## config.mk

```make
export PLATFORM = sky130hd
export DESIGN_NAME = mult_div_unit_flat
export DESIGN_NICKNAME = d
export VERILOG_FILES = /design/src/rtl/mult_div_unit_if.sv /design/src/rtl/mult_div_unit.sv /design/src/flat_wrapper.sv
export SDC_FILE = /design/constraint.sdc
export NUM_CORES = 1
export LEC_CHECK = 0
export CAP_MARGIN = 20
export CORE_MARGIN = 2
export CORE_UTILIZATION = 65
export DETAILED_ROUTE_END_ITERATION = 10
export PLACE_DENSITY = 0.89
export SLEW_MARGIN = 20
export SYNTH_ARGS = -nofsm -noshare
export SYNTH_HDL_FRONTEND = slang
export SYNTH_SLANG_ARGS = --single-unit
```

## constraint.sdc

```tcl
create_clock -name CLK -period 6.2 [get_ports CLK]
set_input_delay 0.62 -clock CLK [delete_from_list [all_inputs] [get_ports CLK]]
set_output_delay 0.62 -clock CLK [all_outputs]
set_load 0.1 [all_outputs]
```

## src/rtl/mult_div_unit_if.sv

```systemverilog
// Handshake and result bus between the execute stage and the multiply/divide unit.
interface mult_div_unit_if #(
  parameter int WIDTH = 32
);
  logic             start;
  logic [1:0]       op;
  logic [WIDTH-1:0] port_a;
  logic [WIDTH-1:0] port_b;
  logic             flush;
  logic             ready;
  logic             done;
  logic [WIDTH-1:0] hi;
  logic [WIDTH-1:0] lo;
  logic             n;
  logic             z;
  logic             v;
  logic             dz;

  modport master (
    output start, op, port_a, port_b, flush,
    input  ready, done, hi, lo, n, z, v, dz
  );

  modport slave (
    input  start, op, port_a, port_b, flush,
    output ready, done, hi, lo, n, z, v, dz
  );
endinterface

```

## src/rtl/mult_div_unit.sv

```systemverilog
// Iterative multiply/divide unit with HI/LO result registers.
// Multiply is radix-2 shift-add, divide is radix-2 restoring; signed ops run on
// magnitudes and get their signs restored in the FIX state. Every op takes the
// same number of cycles, including divide-by-zero and signed overflow.
module mult_div_unit #(
  parameter  int WIDTH = 32,
  localparam int CNTW  = $clog2(WIDTH) + 1
) (
  input logic            CLK,
  input logic            nRST,
  mult_div_unit_if.slave bus
);

  typedef enum logic [1:0] {
    S_IDLE = 2'd0,
    S_BUSY = 2'd1,
    S_FIX  = 2'd2,
    S_DONE = 2'd3
  } state_t;

  localparam logic [1:0]       OP_DIV   = 2'b11;
  localparam logic [WIDTH-1:0] ZERO_W   = {WIDTH{1'b0}};
  localparam logic [WIDTH-1:0] ONES_W   = {WIDTH{1'b1}};
  localparam logic [WIDTH-1:0] ONE_W    = {{(WIDTH-1){1'b0}}, 1'b1};
  localparam logic [WIDTH-1:0] MIN_W    = {1'b1, {(WIDTH-1){1'b0}}};
  localparam logic [CNTW-1:0]  CNT_ZERO = {CNTW{1'b0}};
  localparam logic [CNTW-1:0]  CNT_ONE  = {{(CNTW-1){1'b0}}, 1'b1};
  localparam logic [CNTW-1:0]  CNT_LAST = CNTW'(WIDTH);

  // Two's-complement negation of a single-width word.
  function automatic logic [WIDTH-1:0] neg_w(input logic [WIDTH-1:0] x);
    return ~x + ONE_W;
  endfunction

  // Two's-complement negation of a double-width product.
  function automatic logic [2*WIDTH-1:0] neg_2w(input logic [2*WIDTH-1:0] x);
    return ~x + {{(2*WIDTH-1){1'b0}}, 1'b1};
  endfunction

  // State and datapath registers
  state_t             state_q;
  logic [CNTW-1:0]    cnt_q;
  logic [1:0]         op_q;
  logic [WIDTH-1:0]   a_raw_q;
  logic [WIDTH-1:0]   opb_q;
  logic [2*WIDTH-1:0] acc_q;
  logic [WIDTH:0]     rem_q;
  logic               prod_neg_q;
  logic               rem_neg_q;
  logic               b_neg_q;

  // Registered outputs
  logic               ready_q;
  logic               done_q;
  logic [WIDTH-1:0]   hi_q;
  logic [WIDTH-1:0]   lo_q;
  logic               n_q;
  logic               z_q;
  logic               v_q;
  logic               dz_q;

  // Combinational helpers
  logic               a_neg_s;
  logic               b_neg_s;
  logic [WIDTH-1:0]   a_abs_s;
  logic [WIDTH-1:0]   b_abs_s;
  logic [WIDTH:0]     mul_sum_s;
  logic [2*WIDTH-1:0] mul_acc_d;
  logic [WIDTH:0]     div_shift_s;
  logic [WIDTH:0]     div_trial_s;
  logic               quo_bit_s;
  logic [WIDTH:0]     rem_d;
  logic [2*WIDTH-1:0] div_acc_d;
  logic [2*WIDTH-1:0] acc_d;
  logic [2*WIDTH-1:0] prod_s;
  logic [WIDTH-1:0]   quo_s;
  logic [WIDTH-1:0]   rem_s;
  logic               ovf_s;
  logic [WIDTH-1:0]   hi_d;
  logic [WIDTH-1:0]   lo_d;
  logic               n_d;
  logic               z_d;
  logic               v_d;
  logic               dz_d;

  // Operand signs and magnitudes captured when a request is accepted.
  always_comb begin
    a_neg_s = bus.op[0] & bus.port_a[WIDTH-1];
    b_neg_s = bus.op[0] & bus.port_b[WIDTH-1];
    if (a_neg_s) begin
      a_abs_s = neg_w(bus.port_a);
    end else begin
      a_abs_s = bus.port_a;
    end
    if (b_neg_s) begin
      b_abs_s = neg_w(bus.port_b);
    end else begin
      b_abs_s = bus.port_b;
    end
  end

  // One shift-add multiply step: add multiplicand into the upper half when
  // the multiplier LSB is set, then shift the whole accumulator right.
  always_comb begin
    if (acc_q[0]) begin
      mul_sum_s = {1'b0, acc_q[2*WIDTH-1:WIDTH]} + {1'b0, opb_q};
    end else begin
      mul_sum_s = {1'b0, acc_q[2*WIDTH-1:WIDTH]};
    end
    mul_acc_d = {mul_sum_s, acc_q[WIDTH-1:1]};
  end

  // One restoring divide step: shift the next dividend bit into the partial
  // remainder and subtract the divisor only if it fits.
  always_comb begin
    div_shift_s = {rem_q[WIDTH-1:0], acc_q[WIDTH-1]};
    div_trial_s = div_shift_s - {1'b0, opb_q};
    if (div_shift_s >= {1'b0, opb_q}) begin
      rem_d     = div_trial_s;
      quo_bit_s = 1'b1;
    end else begin
      rem_d     = div_shift_s;
      quo_bit_s = 1'b0;
    end
    div_acc_d = {acc_q[2*WIDTH-1:WIDTH], acc_q[WIDTH-2:0], quo_bit_s};
    if (op_q[1]) begin
      acc_d = div_acc_d;
    end else begin
      acc_d = mul_acc_d;
    end
  end

  // Sign correction and special-case resolution producing the FIX-state results.
  always_comb begin
    if (prod_neg_q) begin
      prod_s = neg_2w(acc_q);
    end else begin
      prod_s = acc_q;
    end
    if (prod_neg_q) begin
      quo_s = neg_w(acc_q[WIDTH-1:0]);
    end else begin
      quo_s = acc_q[WIDTH-1:0];
    end
    if (rem_neg_q) begin
      rem_s = neg_w(rem_q[WIDTH-1:0]);
    end else begin
      rem_s = rem_q[WIDTH-1:0];
    end
    ovf_s = (op_q == OP_DIV) && (a_raw_q == MIN_W) && b_neg_q && (opb_q == ONE_W);

    v_d  = 1'b0;
    dz_d = 1'b0;
    if (!op_q[1]) begin
      hi_d = prod_s[2*WIDTH-1:WIDTH];
      lo_d = prod_s[WIDTH-1:0];
    end else if (opb_q == ZERO_W) begin
      hi_d = a_raw_q;
      lo_d = ONES_W;
      dz_d = 1'b1;
    end else if (ovf_s) begin
      hi_d = ZERO_W;
      lo_d = MIN_W;
      v_d  = 1'b1;
    end else begin
      hi_d = rem_s;
      lo_d = quo_s;
    end

    if (op_q[1]) begin
      n_d = lo_d[WIDTH-1];
    end else begin
      n_d = hi_d[WIDTH-1];
    end
    z_d = (hi_d == ZERO_W) && (lo_d == ZERO_W);
  end

  // Control FSM with registered handshake outputs and HI/LO/flag registers.
  always_ff @(posedge CLK) begin
    if (!nRST) begin
      state_q    <= S_IDLE;
      cnt_q      <= CNT_ZERO;
      op_q       <= 2'b00;
      a_raw_q    <= ZERO_W;
      opb_q      <= ZERO_W;
      acc_q      <= {(2*WIDTH){1'b0}};
      rem_q      <= {(WIDTH+1){1'b0}};
      prod_neg_q <= 1'b0;
      rem_neg_q  <= 1'b0;
      b_neg_q    <= 1'b0;
      ready_q    <= 1'b1;
      done_q     <= 1'b0;
      hi_q       <= ZERO_W;
      lo_q       <= ZERO_W;
      n_q        <= 1'b0;
      z_q        <= 1'b0;
      v_q        <= 1'b0;
      dz_q       <= 1'b0;
    end else begin
      case (state_q)
        S_IDLE: begin
          done_q <= 1'b0;
          if (bus.start) begin
            op_q       <= bus.op;
            a_raw_q    <= bus.port_a;
            opb_q      <= b_abs_s;
            acc_q      <= {ZERO_W, a_abs_s};
            rem_q      <= {(WIDTH+1){1'b0}};
            prod_neg_q <= a_neg_s ^ b_neg_s;
            rem_neg_q  <= a_neg_s;
            b_neg_q    <= b_neg_s;
            cnt_q      <= CNT_ZERO;
            ready_q    <= 1'b0;
            state_q    <= S_BUSY;
          end else begin
            ready_q <= 1'b1;
          end
        end
        S_BUSY: begin
          if (bus.flush) begin
            ready_q <= 1'b1;
            state_q <= S_IDLE;
          end else if (cnt_q == CNT_LAST) begin
            state_q <= S_FIX;
          end else begin
            acc_q <= acc_d;
            if (op_q[1]) begin
              rem_q <= rem_d;
            end else begin
              rem_q <= rem_q;
            end
            cnt_q <= cnt_q + CNT_ONE;
          end
        end
        S_FIX: begin
          if (bus.flush) begin
            ready_q <= 1'b1;
            state_q <= S_IDLE;
          end else begin
            hi_q    <= hi_d;
            lo_q    <= lo_d;
            n_q     <= n_d;
            z_q     <= z_d;
            v_q     <= v_d;
            dz_q    <= dz_d;
            done_q  <= 1'b1;
            state_q <= S_DONE;
          end
        end
        S_DONE: begin
          done_q  <= 1'b0;
          ready_q <= 1'b1;
          state_q <= S_IDLE;
        end
        default: begin
          done_q  <= 1'b0;
          ready_q <= 1'b1;
          state_q <= S_IDLE;
        end
      endcase
    end
  end

  assign bus.ready = ready_q;
  assign bus.done  = done_q;
  assign bus.hi    = hi_q;
  assign bus.lo    = lo_q;
  assign bus.n     = n_q;
  assign bus.z     = z_q;
  assign bus.v     = v_q;
  assign bus.dz    = dz_q;

endmodule

```

## src/flat_wrapper.sv

```systemverilog
// flat-port wrapper written by rule: the top's interface ports become plain ports
module mult_div_unit_flat 
#(
  parameter  int WIDTH = 32,
  localparam int CNTW  = $clog2(WIDTH) + 1
)
  (CLK, nRST, bus_start, bus_op, bus_port_a, bus_port_b, bus_flush, bus_ready, bus_done, bus_hi, bus_lo, bus_n, bus_z, bus_v, bus_dz);
  mult_div_unit_if #(.WIDTH(WIDTH)) bus_i ();
  input logic CLK;
  input logic nRST;
  input wire logic [$bits(bus_i.start)-1:0] bus_start;
  input wire logic [$bits(bus_i.op)-1:0] bus_op;
  input wire logic [$bits(bus_i.port_a)-1:0] bus_port_a;
  input wire logic [$bits(bus_i.port_b)-1:0] bus_port_b;
  input wire logic [$bits(bus_i.flush)-1:0] bus_flush;
  output wire logic [$bits(bus_i.ready)-1:0] bus_ready;
  output wire logic [$bits(bus_i.done)-1:0] bus_done;
  output wire logic [$bits(bus_i.hi)-1:0] bus_hi;
  output wire logic [$bits(bus_i.lo)-1:0] bus_lo;
  output wire logic [$bits(bus_i.n)-1:0] bus_n;
  output wire logic [$bits(bus_i.z)-1:0] bus_z;
  output wire logic [$bits(bus_i.v)-1:0] bus_v;
  output wire logic [$bits(bus_i.dz)-1:0] bus_dz;
  assign bus_i.start = bus_start;
  assign bus_i.op = bus_op;
  assign bus_i.port_a = bus_port_a;
  assign bus_i.port_b = bus_port_b;
  assign bus_i.flush = bus_flush;
  assign bus_ready = bus_i.ready;
  assign bus_done = bus_i.done;
  assign bus_hi = bus_i.hi;
  assign bus_lo = bus_i.lo;
  assign bus_n = bus_i.n;
  assign bus_z = bus_i.z;
  assign bus_v = bus_i.v;
  assign bus_dz = bus_i.dz;
  mult_div_unit #(.WIDTH(WIDTH)) u_core (.CLK(CLK), .nRST(nRST), .bus(bus_i));
endmodule
```

Word level (Yosys, flattened, before mapping)
Cells that the tools add are included.
Operators by class
  equal/unequal tests: 15
  bitwise gates (word level): 9
  $add $sub $neg: 8
  reductions and logical operators: 19
  $lt $le $gt $ge: 1
  multiplexer cells: 44
Operator list (count)
  $mux 32: 15
  $mux 64: 5
  $add 32x1->32 const B: 4
  $not 32->32: 4
  $pmux 64 s2: 1
  $logic_not 32->1: 3
  $add 64x1->64 const B: 1
  $not 64->64: 1
  $pmux 32 s2: 1
  $add 32x32->33: 1
  $ge 33x32->1: 1
  $mux 33: 1
  $eq 32x1->1 const B: 1
  $eq 32x32->1 const B: 1
  $sub 32x32->32: 1
  $mux 6: 3
  $pmux 6 s2: 1
  $mux 1: 10
  $ne 2x2->1 const B: 5
  $reduce_and 5->1: 2
  $mux 2: 4
  $pmux 2 s4: 1
  $reduce_and 2->1: 4
  $add 6x1->6 const B: 1
  other kinds (15): 24
Storage, ports and cells
  register bits after elaboration: 243
  logic and storage cells: 115
  output and inout bits: 70

Logic depth before layout (Yosys ltp)
  word-level depth: 9
  mapped depth: 15
  gate-level depth less buffers: 14

Least setup slack after synthesis
Ideal clock, no wire load.
  path kind: register to register
  start point: register u_core.acc_q[0]
  end point: register u_core.z_q (netlist: u_core.bus.z)
  clock period less this slack: 3.756 ns
  cell stages (with the launch flop): 16
  buffers on the path: 3
  data required time: 6.131 ns
  slack: 2.444 ns
  setup time: 0.069 ns
  data arrival time: 3.687 ns
  cells stage by stage: dfxtp_1 -> clkbuf_1 -> inv_2 -> ha_1 -> or3b_2 -> or4_4 -> buf_6 -> or4b_4 -> buf_6 -> o21ai_2 -> xor2_1 -> o21ai_1 -> or4b_1 -> nor4_2 -> nand4_1 -> o21ai_1
On the way
  cells in the longest elaborated chain, start to end: 8
  elaborated cells between the ends (all ways): 13
  those cells by class: add/sub: 2; mux: 6; bitwise: 2; reduce/logical: 3
RTL lines
  start, declared: RTL line mult_div_unit.sv:46  | logic [2*WIDTH-1:0] acc_q;
  start signal, assigned: RTL line mult_div_unit.sv:186  | acc_q <= {(2*WIDTH){1'b0}};
  start signal, assigned: RTL line mult_div_unit.sv:207  | acc_q <= {ZERO_W, a_abs_s};
  $not 32->32: RTL line mult_div_unit.sv:32  | return ~x + ONE_W;
  $add 32x1->32: RTL line mult_div_unit.sv:32
  $mux 32: RTL line mult_div_unit.sv:140  | if (prod_neg_q) begin
  $mux 32: RTL line mult_div_unit.sv:161  | end else if (ovf_s) begin
  $mux 32: RTL line mult_div_unit.sv:157  | end else if (opb_q == ZERO_W) begin
  $mux 32: RTL line mult_div_unit.sv:154  | if (!op_q[1]) begin
  $logic_not 32->1: RTL line mult_div_unit.sv:175  | z_d = (hi_d == ZERO_W) && (lo_d == ZERO_W);
  $logic_and 1x1->1 *: RTL line mult_div_unit.sv:175
  end signal, assigned: RTL line mult_div_unit.sv:243  | z_q <= z_d;
  end, declared: RTL line mult_div_unit.sv:58  | logic z_q;
Every way passes the cells marked *; elsewhere a longest branch is shown, timed or not.
A chain may end at the register's enable or synchronous reset.

Worst setup path after layout
  start point: register u_core.opb_q[1]
  end point: register u_core.rem_q[31]
On the way
  cells in the longest elaborated chain, start to end: 6
  elaborated cells between the ends (all ways): 7
  those cells by class: add/sub: 1; order compare: 1; mux: 5
RTL lines
  start, declared: RTL line mult_div_unit.sv:45  | logic [WIDTH-1:0] opb_q;
  start signal, assigned: RTL line mult_div_unit.sv:206  | opb_q <= b_abs_s;
  $sub 32x32->32 / $ge 33x32->1 (equally long branches): RTL line mult_div_unit.sv:117, mult_div_unit.sv:118
  $mux 32 *: RTL line mult_div_unit.sv:118  | if (div_shift_s >= {1'b0, opb_q}) begin
  $mux 32 *: RTL line mult_div_unit.sv:227  | if (op_q[1]) begin
  $mux 32 *: RTL line mult_div_unit.sv:223  | end else if (cnt_q == CNT_LAST) begin
  $mux 32 *: RTL line mult_div_unit.sv:220  | if (bus.flush) begin
  $pmux 32 s2 *: RTL line mult_div_unit.sv:200  | case (state_q)
  end signal, assigned: RTL line mult_div_unit.sv:208  | rem_q <= {(WIDTH+1){1'b0}};
  end signal, assigned: RTL line mult_div_unit.sv:228  | rem_q <= rem_d;
  end signal, assigned: RTL line mult_div_unit.sv:230  | rem_q <= rem_q;
  end, declared: RTL line mult_div_unit.sv:47  | logic [WIDTH:0] rem_q;
Every way passes the cells marked *; elsewhere a longest branch is shown, timed or not. The select of a mux whose other input is x is not followed.

==> out/metrics.cfg <==
[sta]
post-route-period-util=0.702
setup_viol=0
tightestPinTransition_ns=1.10
rsz0062_at_grt=false
fin_setup_tns_ns=0
fin_worst_skew_ns=0.0170
fmax_mhz=230
final.min_clock_period_ns=4.35
hold_slack_ns=0.470
hold_viol=0
finalMaxSlewViolations=0
slew_headroom=0.267

[worst_setup_path]
cp_top_family=compound AO/OA/AOI/OAI gates
path_cells=inv_1 > ha_1 > nor2b_1 > o31ai_1 > nand3_1 > a311o_1 > o21ai_0 > o21ai_0 > o21a_1 > buf_4 > nand2_1 > o22ai_1 > a21o_1
critPathLaunchType=flip-flop
reg2reg_from=u_core.opb_q[1]
worst-path-buf-inv=2
required_ns=6.64
reg2reg_to=u_core.rem_q[31]
crit_path_end_kind=flip-flop
cpMostUsedCell=o21ai_0
timing_worst_setup_path_type=reg2reg
reg2regPathDepth=13
crit_slowest_cell=o21a_1
slowest_delay_ns=0.58
ff2ff_setup_slack_ns=1.85
cp_max_fo=23
arrival_ns=4.79

[logic_synthesis]
synth_seq_area_share=0.273
syn_avg_cell_area_sq_um=7.70
syn_nets=2459
yosys_warnings=0
ys.flop_type=dfxtp_1
netlist_area_sq_um=17800
async_reset_ff_frac=0
ys_ff_latch=243
netlist-cell-type-count=80
synth_cells=2313
synth_edf_count=0

[worst_hold_path]
holdPathEnd=u_core.bus.z
hp-class=reg2reg
holdPathStages=2
hold_start=u_core.bus.z

[clock_tree]
clk_pin_slew_ns=0.07
clockRootBuffer=clkbuf_16
cts_hold_buf=0
clock_path_buffers=3
tritoncts=built
cts_setup_buffers=0
htreeDepth=1
clock_latency_ns=0.56
cts_buffers=28
clock-sinks=243
cts_resized=0

[flow_run]
drv_cap=0

[grt]
grt_pass1_vias=17500
grt_pass1_wl_um=95500
grt_max_degree=86
grt_usage=0.418
grt_overflow_total=0
antenna_found_initial=0

[power_and_ir_drop]
vdd_drop_max_mv=0.224
p_total_w=0.00479
pwr_density_cell_nw_per_um2=236
leakage_nw=8.03

[route]
vias=18500
dr.pass1.iters=6
via_per_inst=6.80
wl_per_cell_um=22.5
drt_drc_violations_left=0
drt_wl_total_um=61300
ant_nets=0
drt_iter0_drc=2120

[placed_design]
globalplace.congestion=0.972
placed_cell_area_sq_um=19300
dp_hpwl_um=45500
placed_cells=2671
io_buffers=139

[cells_and_area]
fin_cells=2722
num_antenna_cells=0
final_cell_mix=nand2_1 (356), dfxtp_1 (241), o21ai_0 (156)
design_area_sq_um=20300
final_common_cell=nand2_1
area_growth_syn_to_layout_pct=13.9
finalNetCount=2506
fillerInstances=2068
drive_gt1_frac=0.0517

[die]
dieArea_sq_um=28700
core_sq_um=27000
start_util=0.661
die_h_um=170
fp-row-count=60
pin_count=140
die_w_um=170

[outcome]
status=complete, no violations

==> metrics by stage <==
stage                     worst slack, ns   util
after floorplan                      2.44      -
after global placement               2.04  0.714
after detailed placement             1.98  0.714
after CTS                            1.96  0.753
after global routing                 1.62  0.753
final                                1.85  0.753
==> worst max-delay path by stage <==
stage / start / end / depth (start not counted)
after CTS: u_core.opb_q[1] / u_core.rem_q[31] / 13
after global placement: u_core.opb_q[1] / u_core.rem_q[31] / 13
after global routing: u_core.opb_q[1] / u_core.rem_q[31] / 13
after floorplan: u_core.acc_q[0] / u_core.bus.z / 15
final: u_core.opb_q[1] / u_core.rem_q[31] / 13
after detailed placement: u_core.opb_q[1] / u_core.rem_q[31] / 13
==> worst min-delay path: cells and delay by family, from the launching register on <==
family          cells  cell delay [ns]
compound gates      1             0.05
flops               1             0.31
simple gates        1             0.06
==> power breakdown <==
part           switching, W  total, W  internal [W]
logic              0.000742   0.00117      0.000424
clock network      0.000712   0.00186       0.00115
registers          0.000135   0.00177       0.00163
total               0.00159   0.00479       0.00320
==> kinds of logic (layout without fill, tap and decap cells) <==
group                    Yosys count  after routing  share of synthesized area
adder cells (fa/ha/maj)           76             76                     0.0542
flip-flops                       243            243                      0.273
AO/OA/AOI/OAI                    692            692                      0.269
multiplexers                      64             64                     0.0362
buffers and inverters            222            290                     0.0481
XOR/XNOR                         198            198                     0.0974
AND/OR/NAND/NOR                  818            818                      0.222
==> per-layer routing <==
layer,vias up,wire length [um],global-route usage,part of all wire
li1,8489,-,-,-
met1,8668,23400,0.520,0.38
met2,1102,27400,0.682,0.45
met3,241,5590,0.0494,0.091
met4,0,4940,0.285,0.081
met5,-,0,0,0
==> cell usage after synthesis, types with 29 or more instances <==
| cell | number | area [sq um] |
|---|---|---|
| nand2_1 | 356 | 1340 |
| dfxtp_1 | 243 | 4860 |
| o21ai_0 | 156 | 781 |
| xnor2_1 | 130 | 1140 |
| a21oi_1 | 125 | 626 |
| clkbuf_1 | 123 | 462 |
| nor2_1 | 118 | 443 |
| a21boi_0 | 81 | 608 |
| inv_1 | 76 | 285 |
| ha_1 | 74 | 926 |
| xor2_1 | 68 | 596 |
| mux2i_1 | 61 | 611 |
| nor2b_1 | 49 | 307 |
| nor4_1 | 43 | 269 |
| nand3_1 | 41 | 205 |
| o211a_1 | 38 | 380 |
| nor3_1 | 37 | 185 |
| o211ai_1 | 37 | 278 |
| o31ai_1 | 33 | 248 |
| a21o_1 | 30 | 225 |
| and2_1 | 29 | 181 |
==> cell type report <==
cell class / instances / area [sq um] / area share
multi-input combinational: 1848 / 12100 / 0.597
clock buffer: 35 / 788 / 0.0389
inverter: 78 / 293 / 0.0144
tap: 341 / 427 / 0.0210
timing repair buffer: 161 / 1550 / 0.0766
sequential: 243 / 4870 / 0.240
clock inverter: 16 / 238 / 0.0117
==> state kept, by name, summed over array words and instances, names as in the netlist <==
name and cells:
u_core.acc_q 64, u_core.a_raw_q 32, u_core.bus.hi 32, u_core.bus.lo 32, u_core.opb_q 32, u_core.rem_q 32
u_core.cnt_q 6, u_core.op_q 2, u_core.state_q 2, u_core.b_neg_q 1, u_core.bus.done 1, u_core.bus.dz 1
u_core.bus.n 1, u_core.bus.ready 1, u_core.bus.v 1, u_core.bus.z 1, u_core.prod_neg_q 1, u_core.rem_neg_q 1
No activity file was read; power rests on OpenSTA's default activity.
